<file path="src/rtl/mii_tx_framer.sv">
`timescale 1ns/1ps
`default_nettype none
// ============================================================================
// Module   : mii_tx_framer
// Purpose  : Transmit-side MII framer. Wraps a MAC byte stream with preamble
//            and SFD, zero-pads to a minimum payload, appends the CRC-32 FCS
//            and enforces the inter-frame gap on txen/txd.
// Revision : 1.0 - initial release
// ============================================================================
module mii_tx_framer #(
  parameter int MIN_PAYLOAD = 60,
  parameter int IFG_NIBBLES = 24
) (
  input  logic       txc,
  input  logic       rst_n,
  input  logic [7:0] s_data,
  input  logic       s_valid,
  input  logic       s_last,
  output logic       s_ready,
  output logic       txen,
  output logic [3:0] txd,
  output logic       busy,
  output logic       frame_done,
  output logic       underrun
);

  // Counter must hold the preamble index (0..15) and the IFG index.
  localparam int                CNT_W    = (IFG_NIBBLES > 16) ? $clog2(IFG_NIBBLES) : 4;
  localparam logic [31:0]       CRC_POLY = 32'hEDB88320;
  localparam logic [31:0]       CRC_INIT = 32'hFFFFFFFF;
  localparam logic [10:0]       MIN_CNT  = 11'(MIN_PAYLOAD);
  localparam logic [10:0]       CNT_MAX  = 11'h7FF;
  localparam logic [CNT_W-1:0]  PRE_LAST = CNT_W'(15);
  localparam logic [CNT_W-1:0]  FCS_LAST = CNT_W'(7);
  localparam logic [CNT_W-1:0]  IFG_LAST = CNT_W'(IFG_NIBBLES - 1);
  localparam logic [CNT_W-1:0]  CNT_ONE  = CNT_W'(1);

  typedef enum logic [2:0] {
    IDLE = 3'd0,
    PRE  = 3'd1,
    DATA = 3'd2,
    PAD  = 3'd3,
    FCS  = 3'd4,
    IFG  = 3'd5
  } state_t;

  state_t           state, state_nx;
  logic [CNT_W-1:0] cnt, cnt_nx;
  logic             hi, hi_nx;           // 0: low nibble cycle, 1: high nibble cycle
  logic [7:0]       byte_q, byte_nx;
  logic             last_q, last_nx;
  logic [10:0]      bytecount, bytecount_nx;
  logic [10:0]      count_inc;
  logic [31:0]      crc, crc_nx;
  logic [31:0]      fcs;
  logic [3:0]       data_nib;
  logic             txen_nx;
  logic [3:0]       txd_nx;
  logic             frame_done_nx;

  // Reflected CRC-32 advanced by one nibble, LSB first.
  function automatic logic [31:0] crc_nib(input logic [31:0] c, input logic [3:0] d);
    logic [31:0] r;
    r = c;
    for (int i = 0; i < 4; i++) begin
      if (r[0] ^ d[i]) r = (r >> 1) ^ CRC_POLY;
      else             r = r >> 1;
    end
    return r;
  endfunction

  // Next-state, handshake and next-output decode.
  always_comb begin
    state_nx      = state;
    cnt_nx        = cnt;
    hi_nx         = hi;
    byte_nx       = byte_q;
    last_nx       = last_q;
    bytecount_nx  = bytecount;
    crc_nx        = crc;
    txen_nx       = 1'b0;
    txd_nx        = 4'h0;
    frame_done_nx = 1'b0;
    s_ready       = 1'b0;
    underrun      = 1'b0;
    busy          = (state != IDLE);
    fcs           = ~crc;
    count_inc     = (bytecount == CNT_MAX) ? bytecount : bytecount + 11'd1;
    data_nib      = hi ? byte_q[7:4] : byte_q[3:0];

    case (state)
      IDLE: begin
        crc_nx       = CRC_INIT;
        bytecount_nx = '0;
        cnt_nx       = '0;
        hi_nx        = 1'b0;
        if (s_valid) state_nx = PRE;
      end

      PRE: begin
        txen_nx = 1'b1;
        txd_nx  = (cnt == PRE_LAST) ? 4'hD : 4'h5;
        cnt_nx  = cnt + CNT_ONE;
        if (cnt == PRE_LAST) begin
          s_ready = 1'b1;
          cnt_nx  = '0;
          if (s_valid) begin
            byte_nx  = s_data;
            last_nx  = s_last;
            hi_nx    = 1'b0;
            state_nx = DATA;
          end else begin
            // Starved on the first byte: abandon before the SFD goes out.
            underrun = 1'b1;
            txen_nx  = 1'b0;
            txd_nx   = 4'h0;
            state_nx = IFG;
          end
        end
      end

      DATA: begin
        txen_nx = 1'b1;
        txd_nx  = data_nib;
        crc_nx  = crc_nib(crc, data_nib);
        hi_nx   = ~hi;
        if (hi) begin
          bytecount_nx = count_inc;
          if (last_q) begin
            hi_nx    = 1'b0;
            cnt_nx   = '0;
            state_nx = (count_inc < MIN_CNT) ? PAD : FCS;
          end else begin
            s_ready = 1'b1;
            if (s_valid) begin
              byte_nx = s_data;
              last_nx = s_last;
            end else begin
              // Starved mid-frame: drop txen so the receiver sees a bad FCS.
              underrun = 1'b1;
              txen_nx  = 1'b0;
              txd_nx   = 4'h0;
              cnt_nx   = '0;
              state_nx = IFG;
            end
          end
        end
      end

      PAD: begin
        txen_nx = 1'b1;
        txd_nx  = 4'h0;
        crc_nx  = crc_nib(crc, 4'h0);
        hi_nx   = ~hi;
        if (hi) begin
          bytecount_nx = count_inc;
          if (count_inc >= MIN_CNT) begin
            hi_nx    = 1'b0;
            cnt_nx   = '0;
            state_nx = FCS;
          end
        end
      end

      FCS: begin
        txen_nx = 1'b1;
        txd_nx  = fcs[{cnt[2:0], 2'b00} +: 4];
        cnt_nx  = cnt + CNT_ONE;
        if (cnt == FCS_LAST) begin
          frame_done_nx = 1'b1;
          cnt_nx        = '0;
          state_nx      = IFG;
        end
      end

      IFG: begin
        cnt_nx = cnt + CNT_ONE;
        if (cnt == IFG_LAST) begin
          cnt_nx   = '0;
          state_nx = IDLE;
        end
      end

      default: state_nx = IDLE;
    endcase
  end

  // State, datapath and registered MII outputs.
  always_ff @(posedge txc) begin
    if (!rst_n) begin
      state      <= IDLE;
      cnt        <= '0;
      hi         <= 1'b0;
      byte_q     <= '0;
      last_q     <= 1'b0;
      bytecount  <= '0;
      crc        <= CRC_INIT;
      txen       <= 1'b0;
      txd        <= 4'h0;
      frame_done <= 1'b0;
    end else begin
      state      <= state_nx;
      cnt        <= cnt_nx;
      hi         <= hi_nx;
      byte_q     <= byte_nx;
      last_q     <= last_nx;
      bytecount  <= bytecount_nx;
      crc        <= crc_nx;
      txen       <= txen_nx;
      txd        <= txd_nx;
      frame_done <= frame_done_nx;
    end
  end

endmodule
`default_nettype wire

</file>
<file path="config.mk">
export PLATFORM = sky130hd
export DESIGN_NAME = mii_tx_framer
export DESIGN_NICKNAME = d
export VERILOG_FILES = /design/src/rtl/mii_tx_framer.sv
export SDC_FILE = /design/constraint.sdc
export NUM_CORES = 1
export LEC_CHECK = 0
export ABC_AREA = 1
export CAP_MARGIN = 30
export CORE_ASPECT_RATIO = 0.6
export CORE_MARGIN = 2
export CORE_UTILIZATION = 56
export DETAILED_ROUTE_END_ITERATION = 10
export PLACE_DENSITY = 0.75
export SLEW_MARGIN = 40
export SYNTH_ARGS = -nofsm -noshare
export SYNTH_HDL_FRONTEND = slang
export SYNTH_SLANG_ARGS = --single-unit
</file>
<file path="constraint.sdc">
create_clock -name txc -period 2.1 [get_ports txc]
set_clock_uncertainty 0.1 [all_clocks]
set_input_delay 0.42 -clock txc [delete_from_list [all_inputs] [get_ports txc]]
set_output_delay 0.42 -clock txc [all_outputs]
set_load 0.02 [all_outputs]
</file>
==> impl_metrics.tcl, run 1 <==
set metrics [dict create \
    synth_compound_area_share_pct 21.2 \
    final-setup-viol-count 2 \
    synth_area_sq_mm 0.00460 \
    clk_latency_ps 340 \
    ys_ff_latch 67 \
    ant_nets 0 \
    worstMarginPinSlew_ps 578 \
    synthTopCellsByCount "nand2_1 (149), dfxtp_1 (67), o21ai_0 (64)" \
    grt_max_degree 37 \
    hold_path.startpoint "crc[21]$_SDFFE_PN1P_" \
    core-area_sq_mm 0.00791 \
    n_antenna_cell 0 \
    drive_above_1_share_pct 23.7 \
    clock-root-buffer "clkbuf_16" \
    total_power_mw 8.18 \
    vias_per_cell 5.70 \
    violations "negative setup slack" \
    die_w_um 121 \
    critical_path_class "reg2out" \
    post_drt_wl_per_cell_um 17.0 \
    cp_max_fo 3 \
    grtUsageTotal_pct 33.9 \
    r2r_slack_ps 70 \
    clkTransAtPathRegs_ps 50 \
    cp.required_ps 1580 \
    synth-xor-area-share_pct 12.4 \
    grt_overflow 0 \
    syn-num-nets 694 \
    slew_viol_final 0 \
    cts_sinks 67 \
    setup_ws_ps -79.4 \
    critical-path-top-delay-family "flip-flops" \
    routabilityCongestion 1.01 \
    synth_ff_type "dfxtp_1" \
    r2r_start "cnt[1]$_SDFFE_PN0P_" \
    power-per-cell-area_mw_per_mm2 1390 \
    drtPass1Iterations 5 \
    hold_path_class "reg2reg" \
    syn_area_per_cell_sq_um 6.78 \
    synth_edf_count 0 \
    cts_max_level 3 \
    vias 4968 \
    p_leak_nw 2.62 \
    critPathMaxStageDelay_ps 360 \
    fin_crit_sh_pct 104 \
    irDropWorstVdd_v 0.000822 \
    num_rows 25 \
    status "finished with violations" \
    rsz0062_at_grt "yes" \
    synth.area.mux_share_pct 0 \
    critPathLaunchType "flip-flop" \
    grt_pass1_wl_um 23200 \
    yosys.area_share.simple_pct 27.1 \
    synth_top_family_by_area "simple AND/OR/NAND/NOR gates" \
    cts_buffers 9 \
    yosysUniqueCellTypes 46 \
    end_kind "output port" \
    dp_hpwl_um 10800 \
    yosysWarnings 0 \
    ys_top_cells_by_area "dfxtp_1 (29%), nand2_1 (12%), o21ai_0 (7.0%)" \
    crit_arrival_ps 1660 \
    portBuffers 20 \
    pin_count 21 \
    synthCells 678 \
    synthArstFlopShare_pct 0 \
    synthAdderAreaFrac_pct 1.09 \
    start_util_pct 58.1 \
    ys_seq_area_share_pct 29.2 \
    fin_nets 775 \
    dp_cells 843 \
    cp_num_buf_inv 2 \
    clk_path_buf_depth 2 \
    area_growth_syn_to_layout_pct 27.7 \
    crit_start "cnt[1]$_SDFFE_PN0P_" \
    cpMaxStageDelayCell "dfxtp_2" \
    grt_pass1_vias 4547 \
    yosysMostFrequentCell "nand2_1" \
    die_h_um 74.2 \
    cap_violations 0 \
    dieArea_sq_mm 0.00897 \
    stdcell_count 871 \
    antenna_found_initial 0 \
    final.min_clock_period_ps 2180 \
    synth_top_area_share_pct 29.2 \
    tritoncts "yes" \
    fmax_mhz 459 \
    hold_viol 0 \
    remaining_drc_errors 0 \
    relSlewSlack_pct 61.3 \
    first_iter_violations 718 \
    yosysTopAreaCell "dfxtp_1" \
    cp_cell_sequence "ha_4 -> nand2_4 -> nor2_4 -> ha_4 -> nor2_4 -> inv_2 -> o21ai_2 -> nor3_2 -> buf_4" \
    routed_wl_um 14800 \
]
## report_power, final
part | internal [mW] | leakage [nW] | switching, mW
combinational | 1.78 | 1.92 | 2.90
clock | 0.976 | 0.146 | 0.558
sequential | 1.63 | 0.553 | 0.340
## routing by layer
layer,up-vias,track usage (%),part of all wire (%)
met5,-,0,0
met4,0,8.40,1.3
met3,21,11.8,12
met2,257,48.9,41
met1,2300,48.4,46
li1,2390,-,-
## flip-flops by register name (all words and copies together), names as in the netlist
name / count
hi: 1
txen: 1
state: 3
cnt: 5
byte_q: 8
frame_done: 1
crc: 32
last_q: 1
txd: 4
bytecount: 11
## cell families after synthesis
family,Yosys count
AOI/OAI and AO/OA,172
adders and majority gates,4
buffers and inverters,101
and+or+nand+nor,281
DFF,67
xor gates and xnor gates,53
## cells in the final DEF, fill, tap and decap left out, drive strengths merged, types with 2 or more instances in the layout
cell type      synthesis  final
or2                    3      3
xor2                  36     36
o22ai                  8      8
clkbuf                15     13
nand4                  8      8
inv                   70     70
o21ai                 78     78
nor3                   5      5
o211ai                13     13
nand3                 34     34
buf                   14     81
nand2                156    156
a21oi                 57     57
dfxtp                 67     67
o311ai                 2      2
a21boi                 2      2
clkdlybuf4s50          0     17
ha                     4      4
xnor2                 17     17
o221ai                 4      4
clkinv                 2      2
nor2                  71     71
a31oi                  4      4
## worst paths after layout
kind                            end  depth (start not counted)
max                        underrun                          9
min            crc[21]$_SDFFE_PN1P_                          2
max reg2reg  byte_q[0]$_SDFFE_PN0P_                         15
min reg2reg    crc[21]$_SDFFE_PN1P_                          2
## worst min-delay path, stage by stage (launching register included)
cell	delay (ps)
dfxtp_1	330
a21oi_1	70
nand2_1	60
## area by class of cell
type | count | area (sq um)
inverters | 72 | 277
repair buffers | 99 | 806
flip-flops and latches | 67 | 1360
clock inverters | 2 | 35.0
fillers | 617 | 2050
multi-input cells | 510 | 3000
well taps | 108 | 135
clock buffers | 13 | 260
## repair_timing
action	CTS	global route
pin swaps	8	8
setup buffers	8	7
gates resized for setup	34	39
setup endpoints to repair	23	35
hold buffers	0	0
cloned	0	0
endpoints found under the hold margin	0	0
## metrics by stage
stage	instance area [sq um]	setup slack, ps	utilization, %	setup TNS [ps]	hold WS, ps
detailed placement	5300	-425	66.9	-1520	363
global placement	5300	-326	66.9	-625	357
global route	5870	-147	74.2	-360	410
CTS	5710	-174	72.2	-286	387
floorplan	4600	47.2	-	0	340
finish	5870	-79.4	74.2	-149	385
Note: power is estimated with default switching activity, not from simulation.
==> run 2, diff against run 1 <==
--- a/config.mk
+++ b/config.mk
@@ -10,7 +10,9 @@
 export CORE_ASPECT_RATIO = 0.6
 export CORE_MARGIN = 2
 export CORE_UTILIZATION = 56
+export CTS_BUF_LIST = sky130_fd_sc_hd__clkbuf_8
 export DETAILED_ROUTE_END_ITERATION = 10
+export GPL_TIMING_DRIVEN = 0
 export PLACE_DENSITY = 0.75
 export SLEW_MARGIN = 40
 export SYNTH_ARGS = -nofsm -noshare
==> run 2 against run 1 <==
The run still ends with negative setup slack left. Via count rose by 2.0%. Total power decreased by 6.0%. Sequential cell count unchanged. Cell area down 4.2%. Die area unchanged.
==> impl_metrics.tcl, run 2 (synthesis gave the netlist of run 1 again) <==
set metrics [dict create \
    status "finished with violations" \
    violations "negative setup slack" \
    cts_max_level 3 \
    cp.required_ps 1580 \
    post_drt_wl_per_cell_um 18.7 \
    total_power_mw 7.69 \
    hold_viol 0 \
    seq_area_sq_mm 0.00137 \
    clkTransAtPathRegs_ps 80 \
    hold_buffers 0 \
    relSlewSlack_pct 51.7 \
    antenna_found_initial 1 \
    highest_layer "met5" \
    drive_above_1_share_pct 21.3 \
    p_int_mw 3.76 \
    fmax_mhz 448 \
    routabilityCongestion 0.958 \
    multi_input_area_sq_mm 0.00301 \
    fin_crit_sh_pct 106 \
    slew_viol_final 0 \
    setup_ws_ps -131 \
    grt_overflow 0 \
    wl_met2_um 6400 \
    first_iter_violations 890 \
    worstMarginPinSlew_ps 725 \
    holdWs_ps 395 \
    switching_share_pct 51.1 \
    grtUsageTotal_pct 36.2 \
    cap_violations 0 \
    irDropWorstVdd_v 0.000814 \
    p_leak_nw 2.43 \
    clock-root-buffer "clkbuf_8" \
    power-per-cell-area_mw_per_mm2 1370 \
    ant_nets 0 \
    regMostFlops "crc" \
    met3_length_um 2100 \
    final_cell_mix "nand2_1 (137), o21ai_0 (62), inv_1 (58), a21oi_1 (57), dfxtp_1 (55)" \
    start_util_pct 58.1 \
    cts_sinks 67 \
    fin_nets 763 \
    final-setup-viol-count 3 \
    n_antenna_cell 0 \
    clk_latency_ps 380 \
    drtPass1Iterations 5 \
    grt_pass1_vias 4451 \
    largest_reg_flops 32 \
    vias 5069 \
    critical_path_class "reg2out" \
    vias_per_cell 5.89 \
    switchingPower_mw 3.92 \
    crit_arrival_ps 1710 \
    num-fill-cells 655 \
    critPathLaunchType "flip-flop" \
    biggestRegsByFlops "crc (32), bytecount (11), byte_q (8)" \
    mostFrequentLayoutCell "nand2_1" \
    remaining_drc_errors 0 \
    die_w_um 121 \
    portBuffers 19 \
    grt_max_degree 13 \
    tritoncts "yes" \
    clk_path_buf_depth 2 \
    pwr-share-comb_pct 61.8 \
    dieArea_sq_mm 0.00897 \
    end_kind "output port" \
    dp_hpwl_um 11200 \
    routed_wl_um 16000 \
    grt_pass1_wl_um 24100 \
    wirelength_met1_um 7160 \
    rsz0062_at_grt "yes" \
    cts_buffers 9 \
    fin_util_pct 71.0 \
    cp_max_fo 3 \
    seqPwrFrac_pct 24.8 \
    clkPwrFrac_pct 13.4 \
    dpl_worst_slack_ps -471 \
    die_h_um 74.2 \
    pin_count 21 \
    hold_path_class "reg2reg" \
    final.min_clock_period_ps 2230 \
    core-area_sq_mm 0.00791 \
    num_rows 25 \
    area_growth_syn_to_layout_pct 22.3 \
]
-- run 2: final timing paths --
path	from	endpoint	slack, ps	cells after the start
worst min register to register	byte_q[4]$_SDFFE_PN0P_	byte_q[4]$_SDFFE_PN0P_	390	2
worst min-delay path	byte_q[4]$_SDFFE_PN0P_	byte_q[4]$_SDFFE_PN0P_	390	2
worst max-delay path	cnt[1]$_SDFFE_PN0P_	underrun	-130	9
worst max register to register	cnt[0]$_SDFFE_PN0P_	txd[1]$_SDFF_PN0_	0	6
-- run 2: routing by layer --
layer | GRT usage (%) | vias to the layer above
li1 | - | 2368
met3 | 12.6 | 39
met5 | 6.25 | -
met1 | 52.4 | 2345
met2 | 48.8 | 315
met4 | 12.7 | 2
-- run 2: power groups by stage --
stage          registers (mW)  logic, mW  clock network (mW)
3_3_place_gp             1.90       3.89                   0
5_1_grt                  1.94       5.08                1.07
2_1_floorplan            1.86       2.86                   0
3_5_place_dp             1.91       3.95                   0
4_1_cts                  1.89       4.15                1.03
6_report                 1.91       4.75                1.03
-- run 2: area by class of cell --
type	instances	area share, %
multi-input cells	510	53.5
flip-flops and latches	67	24.3
repair buffers	58	8.71
inverters	72	4.97
plain buffers	29	2.94
clock buffers	10	2.45
well taps	108	2.40
clock inverters	6	0.735
-- run 2: repair_timing --
action,4_1_cts,5_1_grt
pin swaps,9,14
endpoints found under the setup margin,29,36
setup buffers,12,28
gates resized for setup,43,46
-- run 2: worst max-delay path, stage by stage, from the launching register on --
cell     delay [ps]
dfxtp_2         360
ha_4            150
nand2_4          60
nor2_4          140
ha_4            190
nor2_4           40
inv_2            60
o21ai_2          80
nor3_2          100
buf_4           160
-- run 2: per-stage QoR --
step                instances  instance area (sq um)  TNS [ps]
finish                    860                   5620      -257
global route              860                   5620      -519
CTS                       833                   5280      -316
detailed placement        805                   4920     -4960
global placement          805                   4920     -4270
floorplan                 678                   4600         0
==> run 3, diff against run 2 <==
--- a/config.mk
+++ b/config.mk
@@ -7,7 +7,7 @@
 export LEC_CHECK = 0
 export ABC_AREA = 1
 export CAP_MARGIN = 30
-export CORE_ASPECT_RATIO = 0.6
+export CORE_ASPECT_RATIO = 1.4
 export CORE_MARGIN = 2
 export CORE_UTILIZATION = 56
 export CTS_BUF_LIST = sky130_fd_sc_hd__clkbuf_8
@@ -18,3 +18,4 @@
 export SYNTH_ARGS = -nofsm -noshare
 export SYNTH_HDL_FRONTEND = slang
 export SYNTH_SLANG_ARGS = --single-unit
+export TNS_END_PERCENT = 1
==> run 3 against run 2 <==
Die area down 0.15%. The flow still finishes with violations (negative setup slack). Cell area down 5.1%. Clock power up 11%. Total power down 4.2%. Highest routed layer is now met4. Sequential share of layout area up 1.1 points. Setup slack better by 14 ps. Wire length down 6.2%. Combinational power down 9.3%. Largest cell class unchanged.
==> impl_metrics.tcl, run 3 (synthesis gave the netlist of run 1 again) <==
set metrics [dict create \
    cp.required_ps 1580 \
    remaining_drc_errors 0 \
    met1_usage_pct 37.2 \
    crit_arrival_ps 1700 \
    largest_reg_flops 32 \
    start_util_pct 57.1 \
    end_kind "output port" \
    p_leak_nw 2.31 \
    seqPwrFrac_pct 26.0 \
    hold_viol 0 \
    irDropWorstVdd_v 0.000781 \
    status "finished with violations" \
    setup_ws_ps -117 \
    tritoncts "yes" \
    ant_nets 0 \
    dieArea_sq_mm 0.00896 \
    slew_viol_final 0 \
    cts_buffers 9 \
    antenna_found_initial 0 \
    pin_count 21 \
    clkPwrFrac_pct 15.5 \
    clk_path_buf_depth 2 \
    routed_wl_um 15000 \
    met2_usage_pct 58.8 \
    grt_util_met3_pct 8.22 \
    pwr-share-comb_pct 58.5 \
    rsz0062_at_grt "yes" \
    portBuffers 19 \
    cts_max_level 3 \
    fin_nets 733 \
    violations "negative setup slack" \
    post_drt_wl_per_cell_um 18.3 \
    fin_crit_sh_pct 106 \
    clk_latency_ps 370 \
    vias_per_cell 6.01 \
    power-per-cell-area_mw_per_mm2 1380 \
    dpl_worst_slack_ps -468 \
    die_w_um 80.6 \
    die_h_um 111 \
    drtPass1Iterations 6 \
    total_power_mw 7.37 \
    top_usage_layer "met2" \
    hold_buffers 0 \
    relSlewSlack_pct 49.1 \
    num_rows 39 \
    clock-root-buffer "clkbuf_8" \
    fmax_mhz 451 \
    mostFrequentLayoutCell "nand2_1" \
    grtUsageTotal_pct 34.5 \
    first_iter_violations 568 \
    critPathLaunchType "flip-flop" \
    grt_max_degree 14 \
    area_growth_syn_to_layout_pct 16.0 \
    p_int_mw 3.61 \
    dp_hpwl_um 10800 \
    final_cell_mix "nand2_1 (145), o21ai_0 (63), inv_1 (60), dfxtp_1 (59), a21oi_1 (57)" \
    worstMarginPinSlew_ps 764 \
    grt_pass1_vias 4716 \
    biggestRegsByFlops "crc (32), bytecount (11), byte_q (8)" \
    grt_overflow 0 \
    drive_above_1_share_pct 15.2 \
    cts_sinks 67 \
    stdcell_count 824 \
    final-setup-viol-count 3 \
    dp_cells 799 \
    clkTransAtPathRegs_ps 80 \
    regMostFlops "crc" \
    vias 4956 \
    switchingPower_mw 3.75 \
    routabilityCongestion 1.01 \
    grt_pass1_wl_um 23400 \
    r2r_slack_ps 0 \
    cp_max_fo 4 \
    critical_path_class "reg2out" \
    core-area_sq_mm 0.00805 \
    cap_violations 0 \
    final.min_clock_period_ps 2220 \
    n_antenna_cell 0 \
    switching_share_pct 51.0 \
    hold_path_class "reg2reg" \
]
## run 3: area by class of cell
| type | instances | area (sq um) |
|---|---|---|
| flip-flops and latches | 67 | 1360 |
| well taps | 102 | 128 |
| repair buffers | 28 | 248 |
| clock buffers | 9 | 124 |
| multi-input cells | 510 | 2960 |
| inverters | 72 | 277 |
| plain buffers | 29 | 161 |
| fillers | 737 | 2720 |
| clock inverters | 7 | 77.6 |
## run 3: worst max-delay path, stage by stage, from the launching register on
cell and delay, ps:
dfxtp_2 370, ha_4 150, nand2_4 70, nor2_4 120, ha_4 170, nor2_4 40, inv_2 70, o21ai_4 70
nor3_2 110, buf_4 160
## run 3: path summary, 6_finish.rpt
kind | start | to | cells past startpoint
worst min register to register | crc[21]$_SDFFE_PN1P_ | crc[21]$_SDFFE_PN1P_ | 2
worst min-delay path | crc[21]$_SDFFE_PN1P_ | crc[21]$_SDFFE_PN1P_ | 2
worst max-delay path | cnt[0]$_SDFFE_PN0P_ | underrun | 9
worst max register to register | crc[2]$_SDFFE_PN1P_ | crc[19]$_SDFFE_PN1P_ | 9
## run 3: power groups by stage
stage	Combinational, mW	Clock [mW]	Sequential, mW
global placement	3.87	0	1.91
detailed placement	3.94	0	1.92
CTS	4.05	1.14	1.91
floorplan	2.86	0	1.86
finish	4.31	1.14	1.92
global route	4.67	1.21	1.94
## run 3: metal layers
layer  share of wire (%)  wire length, um
met4                 6.7             1010
met2                  50             7580
met1                  35             5330
met5                   0                0
met3                 7.5             1130
## run 3: stage by stage
| stage | hold WS [ps] | instance area [sq um] | setup TNS [ps] | util, % |
|---|---|---|---|---|
| detailed placement | 374 | 4910 | -3330 | 61.0 |
| global placement | 358 | 4910 | -3210 | 61.0 |
| CTS | 392 | 5230 | -285 | 64.9 |
| floorplan | 340 | 4600 | 0 | - |
| finish | 388 | 5330 | -222 | 66.2 |
| global route | 424 | 5330 | -1020 | 66.2 |
## run 3: repair_timing
item / in CTS / in global routing
gates cloned: 0 / 0
pin swaps: 6 / 8
endpoints found under the setup margin: 33 / 25
gates resized for setup: 37 / 27
buffers inserted: 5 / 4
